### src/rtl/hdc_sequencer.sv
// ---------------------------------------------------------------------------
// hdc_sequencer
//   Control FSM for one HDC ham/spam classification. On start it captures the
//   message and its length, streams the characters to the n-gram encoder over
//   a valid/ready handshake, gates accumulation, then runs the bundling
//   threshold and the ham/spam similarity compare. It reports a 2-bit result
//   together with a one-cycle done pulse.
//
// Ports
//   clk, reset          clock; synchronous active-low reset
//   start               begin a classification (sampled only in IDLE)
//   msg, length         message (char 0 in the MS byte) and valid char count
//   busy, done, result  status; result 00 ham, 01 spam, 11 inconclusive
//   enc_valid/enc_char/enc_first, enc_ready   character stream to encoder
//   acc_clr, acc_en     bundling accumulator clear / accumulate enable
//   thr_start, thr_count, thr_done            majority threshold control
//   cmp_start, cmp_done, cmp_ham_dist, cmp_spam_dist   class compare
// ---------------------------------------------------------------------------
module hdc_sequencer #(
    parameter int MESSAGE_LENGTH = 200,
    parameter int CHAR_LENGTH    = 8,
    parameter int LEN_WIDTH      = 8,
    parameter int NGRAM          = 3,
    parameter int DIST_W         = 14
) (
    input  logic                                  clk,
    input  logic                                  reset,
    input  logic                                  start,
    input  logic [CHAR_LENGTH*MESSAGE_LENGTH-1:0] msg,
    input  logic [LEN_WIDTH-1:0]                  length,
    output logic                                  busy,
    output logic                                  done,
    output logic [1:0]                            result,
    output logic                                  enc_valid,
    output logic [CHAR_LENGTH-1:0]                enc_char,
    output logic                                  enc_first,
    input  logic                                  enc_ready,
    output logic                                  acc_clr,
    output logic                                  acc_en,
    output logic                                  thr_start,
    output logic [LEN_WIDTH-1:0]                  thr_count,
    input  logic                                  thr_done,
    output logic                                  cmp_start,
    input  logic                                  cmp_done,
    input  logic [DIST_W-1:0]                     cmp_ham_dist,
    input  logic [DIST_W-1:0]                     cmp_spam_dist
);

    typedef enum logic [2:0] {
        S_IDLE, S_CLEAR, S_FEED, S_BIN, S_CMP, S_DONE
    } state_t;

    localparam logic [LEN_WIDTH-1:0] MAX_LEN = LEN_WIDTH'(MESSAGE_LENGTH);
    localparam logic [LEN_WIDTH-1:0] NG      = LEN_WIDTH'(NGRAM);
    localparam logic [LEN_WIDTH-1:0] NG_M1   = LEN_WIDTH'(NGRAM - 1);

    state_t                 state, next_state;
    logic                   entry_p0;     // first cycle spent in the current state
    logic [LEN_WIDTH-1:0]   idx_p0;
    logic [LEN_WIDTH-1:0]   eff_len_p0;
    logic [CHAR_LENGTH-1:0] msg_p0 [MESSAGE_LENGTH];
    logic [LEN_WIDTH-1:0]   len_sat;
    logic                   capture;
    logic                   beat;
    logic                   last_beat;

    // Clamp the requested length to the message capacity.
    function automatic logic [LEN_WIDTH-1:0] sat_len(input logic [LEN_WIDTH-1:0] len);
        return (len > MAX_LEN) ? MAX_LEN : len;
    endfunction

    // Number of complete n-grams in a message of len characters.
    function automatic logic [LEN_WIDTH-1:0] ngram_count(input logic [LEN_WIDTH-1:0] len);
        return (len >= NG) ? (len - NG_M1) : '0;
    endfunction

    function automatic logic [1:0] classify(input logic [DIST_W-1:0] ham,
                                            input logic [DIST_W-1:0] spam);
        if (ham < spam)
            return 2'b00;
        else if (spam < ham)
            return 2'b01;
        else
            return 2'b11;
    endfunction

    assign len_sat   = sat_len(length);
    assign capture   = (state == S_IDLE) && start;
    assign beat      = (state == S_FEED) && enc_ready;
    assign last_beat = beat && (idx_p0 == eff_len_p0 - LEN_WIDTH'(1));

    // State register
    always_ff @(posedge clk) begin
        if (!reset) begin
            state    <= S_IDLE;
            entry_p0 <= 1'b0;
        end else begin
            state    <= next_state;
            entry_p0 <= (next_state != state);
        end
    end

    // Next-state logic; completion strobes are only honoured after the
    // corresponding start pulse has been issued.
    always_comb begin
        next_state = state;
        case (state)
            S_IDLE:  if (start) next_state = S_CLEAR;
            S_CLEAR: next_state = (eff_len_p0 < NG) ? S_DONE : S_FEED;
            S_FEED:  if (last_beat) next_state = S_BIN;
            S_BIN:   if (thr_done && !entry_p0) next_state = S_CMP;
            S_CMP:   if (cmp_done && !entry_p0) next_state = S_DONE;
            S_DONE:  next_state = S_IDLE;
            default: next_state = S_IDLE;
        endcase
    end

    // Capture stage: message characters and clamped length, data only
    always_ff @(posedge clk) begin
        if (capture) begin
            for (int i = 0; i < MESSAGE_LENGTH; i++)
                msg_p0[i] <= msg[(MESSAGE_LENGTH-1-i)*CHAR_LENGTH +: CHAR_LENGTH];
            eff_len_p0 <= len_sat;
        end
    end

    // Control registers: character index, n-gram count, result
    always_ff @(posedge clk) begin
        if (!reset) begin
            idx_p0    <= '0;
            thr_count <= '0;
            result    <= 2'b11;
        end else begin
            if (capture)
                thr_count <= ngram_count(len_sat);
            if (state == S_CLEAR) begin
                idx_p0 <= '0;
                if (eff_len_p0 < NG)
                    result <= 2'b11;
            end else if (beat) begin
                idx_p0 <= idx_p0 + LEN_WIDTH'(1);
            end
            if ((state == S_CMP) && cmp_done && !entry_p0)
                result <= classify(cmp_ham_dist, cmp_spam_dist);
        end
    end

    // Output decode
    always_comb begin
        busy      = (state != S_IDLE);
        done      = (state == S_DONE);
        acc_clr   = (state == S_CLEAR);
        enc_valid = (state == S_FEED);
        enc_char  = enc_valid ? msg_p0[idx_p0] : '0;
        enc_first = enc_valid && (idx_p0 == '0);
        acc_en    = enc_valid && (idx_p0 >= NG_M1);
        thr_start = (state == S_BIN) && entry_p0;
        cmp_start = (state == S_CMP) && entry_p0;
    end

endmodule

### config.mk
export PLATFORM = sky130hd
export DESIGN_NAME = hdc_sequencer
export DESIGN_NICKNAME = d
export VERILOG_FILES = /design/src/rtl/hdc_sequencer.sv
export SDC_FILE = /design/constraint.sdc
export NUM_CORES = 1
export LEC_CHECK = 0
export ABC_AREA = 1
export BUFFER_PORTS_ARGS = -buffer_cell sky130_fd_sc_hd__buf_2
export CAP_MARGIN = 40
export CORE_AREA = 4 4 639 641
export DETAILED_ROUTE_END_ITERATION = 8
export DIE_AREA = 0 0 643 645
export HOLD_SLACK_MARGIN = 0.1
export PLACE_DENSITY = 0.39
export SLEW_MARGIN = 20
export SYNTH_ARGS = -nofsm -noshare
export SYNTH_HDL_FRONTEND = slang
export SYNTH_SLANG_ARGS = --single-unit
### constraint.sdc
create_clock -name clk -period 100.8 [get_ports clk]
set_input_delay 30.24 -clock clk [delete_from_list [all_inputs] [get_ports clk]]
set_output_delay 30.24 -clock clk [all_outputs]
set_load 0.02 [all_outputs]
* Word-level counts from Yosys, hierarchy flattened
Memory sizes are Yosys's and may differ from the RTL's. A register that Yosys moved wholly into a read port is not among the register bits.
Cells that the tools add are included.
** Storage, ports and cells
- Bits in registers :: 30
- Latch bits :: 0
- Memory bits (writable) :: 1600
- ROM bits :: 0
- Input bits :: 1642
- Output and inout port bits :: 26
- Logic and storage cells :: 61
- Memories kept :: 1
** Operators by class
- Add/sub/neg operators :: 3
- Multiply operators :: 0
- Div/mod/pow operators :: 0
- Order comparisons :: 6
- Equal/unequal tests :: 7
- Shift operators :: 0
- Mux-type cells :: 18
- Bitwise logic cells :: 1
- Reduce and logical (&&, ||, !) cells :: 19
** Memories
- msg_p0 :: depth 200, width 8, read ports 1, clocked after memory_dff 1, wr ports 200, RTL line 61 : logic [CHAR_LENGTH-1:0] msg_p0 [MESSAGE_LENGTH];
** Operators with widths (count)
- 8-bit two-way mux :: 5
- 14-bit less-than comparator :: 2
- 8-bit by 2-bit greater-or-equal comparator with 1-bit output (second input constant) :: 2
- 3-bit two-way mux :: 5
- 3-bit one-hot mux with 5 select lines :: 1
- 1-bit logical AND :: 11
- 2-bit two-way mux :: 5
- 8-bit by 1-bit adder with 8-bit output (second input constant) :: 1
- 8-bit == test :: 1
- 8-bit > comparator (second input constant) :: 1
- 8-bit logical NOT :: 1
- 8-bit by 2-bit less-than comparator with 1-bit output (second input constant) :: 1
- 8-bit by 1-bit subtractor with 8-bit output (second input constant) :: 1
- 8-bit by 2-bit subtractor with 8-bit output (second input constant) :: 1
- 3-bit by 2-bit == test with 1-bit output (second input constant) :: 2
- 3-bit == test (second input constant) :: 2
- 2-bit nonzero test :: 2
- 3-bit by 1-bit == test with 1-bit output (second input constant) :: 1
- 3-bit logical NOT :: 1
- 3-bit inequality test :: 1
- 3-bit nonzero test :: 1
- 1-bit two-way mux :: 2
- 2-bit AND reduction :: 1
- 2-bit OR reduction :: 1
- other kinds (2) :: 2

* Logic depth before layout (Yosys ltp)
Gate-level depths: netlist of run 1.
- Depth in word-level cells :: 6
- Mapped depth :: 16
- Mapped depth without buffers :: 14

* Worst setup path before layout of run 1
OpenSTA, ideal clock, no wires.
- Kind :: input to register
- Start :: input port start
- End :: register state[0]
- Setup time :: 174 ps
- Arrival time :: 63869 ps
- Data required time :: 100626 ps
- Path slack :: 36757 ps
- Stages :: 4
- Path buffers :: 0
- Cells stage by stage :: nand2_1 inv_1 nor3_1 a21oi_1
** On the way
- Word-level cells in the longest chain between the ends :: 2
** RTL lines
- start: declaration :: RTL line 28 : input logic start,
- 3-bit two-way mux :: RTL line 108 : S_IDLE: if (start) next_state = S_CLEAR;
- 3-bit one-hot mux with 5 select lines :: RTL line 107 : case (state)
- end signal: assignment :: RTL line 98 : state <= next_state;
- end: declaration :: RTL line 57 : state_t state, next_state;
No other way between the ends.
A chain may end at the register's enable or synchronous reset.

==> results.toml, run 1 <==
[outcome]
status = "completed"

[critical_path]
setup.reg_to_reg.worst_slack_ns = 94.24
critPathMaxFanout = 66
crit-reg2reg-launch = "state[1]"
crit_start_category = "register"
critPathArrivalTime_ns = 8.57
worst_r2r_dst = "msg_p0[32][6]"
cp_cell_sequence = "buf_4 -> buf_4 -> buf_4 -> buf_4 -> buf_4 -> buf_4 -> buf_4 -> nand2_1 -> nand3_1 -> nand3_1 -> nand2_1 -> nand2_1 -> nand3_1 -> nand3_1 -> nand2_1 -> nand2_1 -> nand2_1 -> nor2_1 -> nor2_1 -> buf_2"
path_class = "reg -> out"
reg2regPathDepth = 12
timing.critical_path.required_ns = 70.56
most_frequent_cell_on_the_critical_path = "buf_4"
crit_slowest_cell = "dfxtp_4"
critical-path-max-stage-delay_ns = 0.78
timing.critical_path.to_type = "output port"

[logic_synthesis]
asyncSetResetFlopFracSynth_pct = 0
mapped_avg_cell_area_um2 = 11.8
yosys_warnings = 0
edff_count_synth = 1608
postSynthNetCount = 7321
synth_top_area_cell = "edfxtp_1"
post-synth-top-area-fraction_pct = 72.4
synthFlopType = "edfxtp_1"
ys_seq_elements = 1638
post_syn_area_mm2 = 0.0667
largest_cells_by_area_after_synthesis = "edfxtp_1 72%, nand2_1 12%, nand3_1 9.8%"
seq_area_frac_synth_pct = 73.3
post_synth_inst_count = 5659
synth_cell_type_count = 38

[placement]
numPortBuffers = 1667
dp_hpwl_um = 278000
placedCellCount = 12350
gp_congestion = 0.899

[global_routing]
largest_net_degree_at_the_start_of_global_routing = 170
groute.usage.overall_pct = 16.5
grt_overflow = 0
grt_pass1_vias = 52728
antenna_found_initial = 345
grt_first_pass_wirelength_um = 473000

[timing]
worstMarginPinSlew_ns = 1.40
worst_clock_skew_ns = 0.0649
final.period_utilization_pct = 38.5
timing.final.setup_violations = 0
grt_setup_unrepaired = "false"
max_clock_freq_mhz = 25.8
tns_ns = 0
final-max-slew-violation-count = 0
slew_headroom_pct = 6.39
final-hold-violation-count = 0
fin_crit_ns = 38.81

[cells_and_area]
total_number_of_nets_in_the_final_design = 8935
syn2layout_area_growth_pct = 31.8
ratio_of_cells_with_drive_above_1_in_the_final_layout_pct = 28.0
finalNonFillerCells = 12841
fillerInstances = 43783

[routing]
vias_per_cell = 4.14
detailedRoute.firstPassIterationCount = 7
dr_total_vias = 53141
drt.antenna.violating_nets = 0
wl_um = 361000
drtIter0Drc = 5425
avgRoutedWirePerCell_um = 28.2
drc = 0

[clocking]
clock_latency_on_the_worst_skew_pair_ns = 0.89
cts-buffers-inserted = 201
htreeDepth = 4
post_cts_hold_buffer_count = 0
cts.path.max_buffers = 4
post_cts.repair.setup_buffers = 0
cts.sink_count = 1638
clk_root_buffer_cell = "clkbuf_16"
clk_pin_slew_worst_paths_ns = 0.06
cts_tree = "built"
post_cts_resized = 0

[die]
die_height_um = 645
die-area_mm2 = 0.415
die_span_x_um = 643
initial_core_util_pct = 16.6
boundaryPins = 1668
core.rowCount = 233
core_mm2 = 0.402

[power_and_ir_drop]
total_leakage_power_nw = 34.3
worst_ir_drop_vdd_v = 0.0000122
sw_frac_of_total_pct = 26.3
powerDensity_mw_per_mm2 = 20.2
switching_power_mw = 0.466
power_frac_comb_pct = 10.6
seqPwrFrac_pct = 47.4
internal_power_of_the_cells_mw = 1.31
pwr-share-clk_pct = 42.1

[min_path]
hold-path-endpoint = "thr_count[3]"
holdPathStages = 2
hold_class = "reg -> reg"
hold_path.startpoint = "thr_count[3]"

[flow_run]
cap_violations = 0
[kinds of logic (layout without fill, tap and decap cells)]
logic type	Yosys count	count (layout)	share of synthesized area (%)
xor+xnor	16	16	0.210
other cells	0	112	0
simple gates	3469	3469	22.1
buf+inv	423	2206	3.27
compound gates	93	93	0.818
fa+ha+maj	20	20	0.375
flops	1638	1638	73.3
[layout by cell type (no fill, tap or decap), drive strengths merged, types with 3 or more instances in the layout]
master	instances
diode	112
nand4	4
clkbuf	236
a21oi	24
o21ai	43
nand2	2053
clkinvlp	7
or2	3
inv	74
edfxtp	1608
nor2	80
ha	20
bufinv	24
dfxtp	30
xnor2	7
xor2	9
nand3	1310
clkinv	98
o221ai	15
buf	1767
nor3	14
[final cells by class]
class | count | area [um^2] | share of cell area (%)
clock inverters | 136 | 1470 | 1.67
diodes | 112 | 280 | 0.319
well taps | 5287 | 6620 | 7.52
inverters | 67 | 299 | 0.340
clock buffers | 236 | 5200 | 5.92
repair buffers | 1767 | 9500 | 10.8
multi-input cells | 3598 | 15700 | 17.8
flip-flops and latches | 1638 | 48900 | 55.6
[sequential cells by signal, summed over array words and instances, names as in the netlist, named ones only]
| register | flops |
|---|---|
| eff_len_p0 | 8 |
| entry_p0 | 1 |
| idx_p0 | 8 |
| msg_p0 | 1600 |
| result | 2 |
| state | 3 |
| thr_count | 8 |
[per-stage QoR]
stage | utilization [%] | instance area [um^2] | setup WS (ns) | hold WS, ns | total power, mW
after floorplan | - | 66700 | 36.76 | 0.491 | 1.03
after global placement | 20.0 | 80500 | 62.72 | 0.553 | 1.04
after detailed placement | 20.1 | 80800 | 62.75 | 0.540 | 1.04
after CTS | 21.7 | 87500 | 61.70 | 0.549 | 1.80
after global routing | 21.8 | 87800 | 61.42 | 0.576 | 1.84
final | 21.9 | 87900 | 61.99 | 0.541 | 1.77
[worst max-delay path by stage]
stage | from | end | cells past startpoint
2_1_floorplan | start | state[0] | 4
3_3_place_gp | register | enc_char[6] | 20
3_5_place_dp | register | enc_char[6] | 20
4_1_cts | register | enc_char[6] | 20
5_1_grt | register | enc_char[6] | 20
6_report | register | enc_char[6] | 20
[synth_stat cells, types with 8 or more instances]
cell / count
nor2_1: 80
buf_4: 76
inv_1: 58
buf_2: 195
buf_6: 8
dfxtp_1: 30
clkbuf_1: 49
nor3_1: 13
ha_1: 20
nand3_1: 1310
buf_1: 28
edfxtp_1: 1608
xor2_1: 9
a21oi_1: 24
o21ai_0: 41
o221ai_1: 15
nand2_1: 2052
[power by group through the flow]
stage / sequential (mW) / clock [mW] / combinational, mW
2_1_floorplan: 0.949 / 0 / 0.0813
3_3_place_gp: 0.855 / 0 / 0.188
3_5_place_dp: 0.854 / 0 / 0.191
4_1_cts: 0.841 / 0.768 / 0.191
5_1_grt: 0.844 / 0.794 / 0.205
6_report: 0.840 / 0.747 / 0.187
[layer usage]
metal	track usage, %	wire [um]	vias to the layer above
li1	-	-	23272
met1	20.8	147000	26300
met2	28.3	177000	2666
met3	3.32	23900	831
met4	5.14	12800	72
met5	0	472	-
[critical path: cells and delay by family (launching register included)]
family | cells | cell delay (ns)
buffers and inverters | 8 | 4.80
and+or+nand+nor | 12 | 1.82
DFF | 1 | 0.78
(Power assumes the default switching activity.)
==> run 2: changes to the inputs <==
--- a/config.mk
+++ b/config.mk
@@ -5,12 +5,12 @@
 export SDC_FILE = /design/constraint.sdc
 export NUM_CORES = 1
 export LEC_CHECK = 0
-export ABC_AREA = 1
+export ABC_AREA = 0
 export BUFFER_PORTS_ARGS = -buffer_cell sky130_fd_sc_hd__buf_2
 export CAP_MARGIN = 40
-export CORE_AREA = 4 4 639 641
+export CORE_AREA = 4 4 643 645
 export DETAILED_ROUTE_END_ITERATION = 8
-export DIE_AREA = 0 0 643 645
+export DIE_AREA = 0 0 647 649
 export HOLD_SLACK_MARGIN = 0.1
 export PLACE_DENSITY = 0.39
 export SLEW_MARGIN = 20
==> constraint.sdc (replaced) <==
create_clock -name clk -period 32.2 [get_ports clk]
set_input_delay 9.66 -clock clk [delete_from_list [all_inputs] [get_ports clk]]
set_output_delay 9.66 -clock clk [all_outputs]
set_load 0.02 [all_outputs]
==> run 2 against run 1 <==
Net effect: register-to-register slack worse by 68 ns; global-route usage fell by 0.63 points; highest routed layer unchanged; clock power grew to 3.2 times the previous value; critical path type unchanged; first-iteration DRC count decreased by 32%; via count is 25% lower; worst hold slack got worse by 0.059 ns; routed wire length fell by 3.8%; sequential share of layout area is 0.70 points higher; combinational power increased by 130%; clock skew up 0.013 ns; critical path depth down 7.
==> results.toml, run 2 <==
[outcome]
status = "completed"

[power_and_ir_drop]
seqPwrFrac_pct = 48.5
power_frac_comb_pct = 7.8
sw_frac_of_total_pct = 23.5
switching_power_mw = 1.27
pwr-share-clk_pct = 43.8
total_leakage_power_nw = 30.1
internal_power_of_the_cells_mw = 4.14
powerDensity_mw_per_mm2 = 62.4
worst_ir_drop_vdd_v = 0.0000427

[logic_synthesis]
postSynthNetCount = 4616
mapped_avg_cell_area_um2 = 21.5
post_syn_area_mm2 = 0.0636
largest_cells_by_area_after_synthesis = "edfxtp_1 76%, mux4_2 13%, mux2i_1 2.0%"
ys_seq_elements = 1638
post_synth_most_frequent_cells = "1,608 x edfxtp_1, 361 x mux4_2, 124 x mux2i_1, 71 x a22oi_1, 66 x nand2_1"
post-synth-top-area-fraction_pct = 76.0
asyncSetResetFlopFracSynth_pct = 0
edff_count_synth = 1608
yosys_warnings = 0
seq_area_frac_synth_pct = 76.9
synth_cell_type_count = 71
yosysMostFrequentCell = "edfxtp_1"
synthFlopType = "edfxtp_1"
post_synth_inst_count = 2954
synth_top_area_cell = "edfxtp_1"

[routing]
drt.antenna.violating_nets = 0
avgRoutedWirePerCell_um = 32.8
vias_per_cell = 3.78
drc = 0
drtIter0Drc = 3684
dr_total_vias = 40075
wl_um = 348000
detailedRoute.firstPassIterationCount = 7

[placement]
gp_congestion = 0.835
numPortBuffers = 1667
dp_hpwl_um = 280000

[die]
die_span_x_um = 647
die_height_um = 649
initial_core_util_pct = 15.6
core.rowCount = 235
die-area_mm2 = 0.420
core_mm2 = 0.408
boundaryPins = 1668

[cells_and_area]
total_number_of_nets_in_the_final_design = 6496
most-common-layout-cells = "1,677 x buf_2, 1,608 x edfxtp_1, 361 x mux4_2, 201 x clkbuf_16, 122 x mux2i_1"
ratio_of_cells_with_drive_above_1_in_the_final_layout_pct = 51.3
syn2layout_area_growth_pct = 36.6
fillerInstances = 43565
largest_reg_flops = 1600
regMostFlops = "msg_p0"
most_common_cell_after_layout_fill_and_taps_aside = "buf_2"

[timing]
timing.final.setup_violations = 0
grt_setup_unrepaired = "false"
final.period_utilization_pct = 50.9
worst_clock_skew_ns = 0.0777
fin_crit_ns = 16.38
final-max-slew-violation-count = 0
max_clock_freq_mhz = 61.0
slew_headroom_pct = 19.7
tns_ns = 0
worstMarginPinSlew_ns = 1.20
fin_worst_hold_slack_ns = 0.483
final-hold-violation-count = 0

[flow_run]
cap_violations = 0

[global_routing]
groute.usage.overall_pct = 15.9
grt_overflow = 0
largest_net_degree_at_the_start_of_global_routing = 180
grt_pass1_vias = 41569
antenna_found_initial = 398
grt_first_pass_wirelength_um = 434000

[critical_path]
timing.critical_path.required_ns = 22.54
path_class = "reg -> out"
crit_start_category = "register"
critPathMaxFanout = 36
reg2regPathDepth = 9
critPathArrivalTime_ns = 6.72
worst_r2r_dst = "msg_p0[172][3]"
timing.critical_path.to_type = "output port"
crit-reg2reg-launch = "state[1]"
setup.reg_to_reg.worst_slack_ns = 26.44

[clocking]
cts-buffers-inserted = 201
cts_tree = "built"
htreeDepth = 4
cts.path.max_buffers = 4
cts.sink_count = 1638
clock_latency_on_the_worst_skew_pair_ns = 0.91
post_cts_resized = 0
clk_root_buffer_cell = "clkbuf_16"
post_cts_hold_buffer_count = 0
post_cts.repair.setup_buffers = 0
clk_pin_slew_worst_paths_ns = 0.06

[min_path]
hold_class = "reg -> reg"
hold-path-endpoint = "thr_count[5]"
holdPathStages = 2
hold_path.startpoint = "thr_count[5]"
## run 2: how the worst max path moves through the flow
| stage | startpoint | to | slack (ns) | cells past startpoint |
|---|---|---|---|---|
| after global routing | register | enc_char[4] | 15.31 | 12 |
| after floorplan | start | eff_len_p0[0] | -2.53 | 2 |
| final | register | enc_char[2] | 15.82 | 13 |
| after detailed placement | register | enc_char[4] | 16.36 | 12 |
| after global placement | register | enc_char[4] | 15.42 | 11 |
| after CTS | register | enc_char[4] | 15.38 | 12 |
## run 2: worst max-delay path, cell delays in order, from the launching register on
cell       delay (ns)
dfxtp_4          0.60
buf_16           0.28
buf_4            0.58
buf_4            0.57
buf_4            0.59
buf_4            0.62
buf_4            0.54
mux4_2           0.40
nor3b_1          0.16
a311oi_1         0.34
a31oi_1          0.12
a2111oi_1        0.39
o211ai_1         0.26
buf_2            0.24
## run 2: cell type report
| class | count | area, um^2 | share of cell area (%) |
|---|---|---|---|
| antenna | 152 | 380 | 0.438 |
| clock buffer | 236 | 5160 | 5.94 |
| clock inverter | 129 | 1670 | 1.92 |
| inverter | 31 | 120 | 0.138 |
| multi-input combinational | 1131 | 13800 | 15.8 |
| sequential | 1638 | 48900 | 56.3 |
| tap | 5451 | 6820 | 7.85 |
| timing repair buffer | 1831 | 10000 | 11.5 |
## run 2: cells by family (layout without fill, tap and decap cells)
family	count (synthesis)	after routing	synth area share (%)
AO/OA/AOI/OAI	277	277	3.05
XOR/XNOR	25	25	0.344
adder cells (fa/ha/maj)	20	20	0.394
buffers and inverters	185	2227	1.72
flip-flops	1638	1638	76.9
multiplexers	500	500	15.0
other	0	152	0
AND/OR/NAND/NOR	309	309	2.58
## run 2: power groups by stage
stage | registers (mW) | clock network (mW) | logic, mW
floorplan | 2.84 | 0 | 0.179
global placement | 2.67 | 0 | 0.413
detailed placement | 2.67 | 0 | 0.429
CTS | 2.63 | 2.44 | 0.430
global route | 2.64 | 2.53 | 0.453
finish | 2.63 | 2.37 | 0.421
## run 2: metrics by stage
stage	instances	cell area, um^2	total power, mW	worst slack, ns	util [%]
floorplan	2954	63600	3.02	-2.53	-
global placement	10027	78800	3.09	15.42	19.3
detailed placement	10075	79500	3.10	16.36	19.5
CTS	10440	86300	5.50	15.38	21.2
global route	10531	86700	5.62	15.31	21.2
finish	10599	86800	5.42	15.82	21.3
## run 2: metal layers
layer  vias up  global-route usage (%)  routed length [um]
met5         -                       0                 859
met4       126                    4.36               10200
met3       783                    4.42               25900
met2      2154                    28.4              179000
met1     20551                    18.4              132000
li1      16461                       -                   -
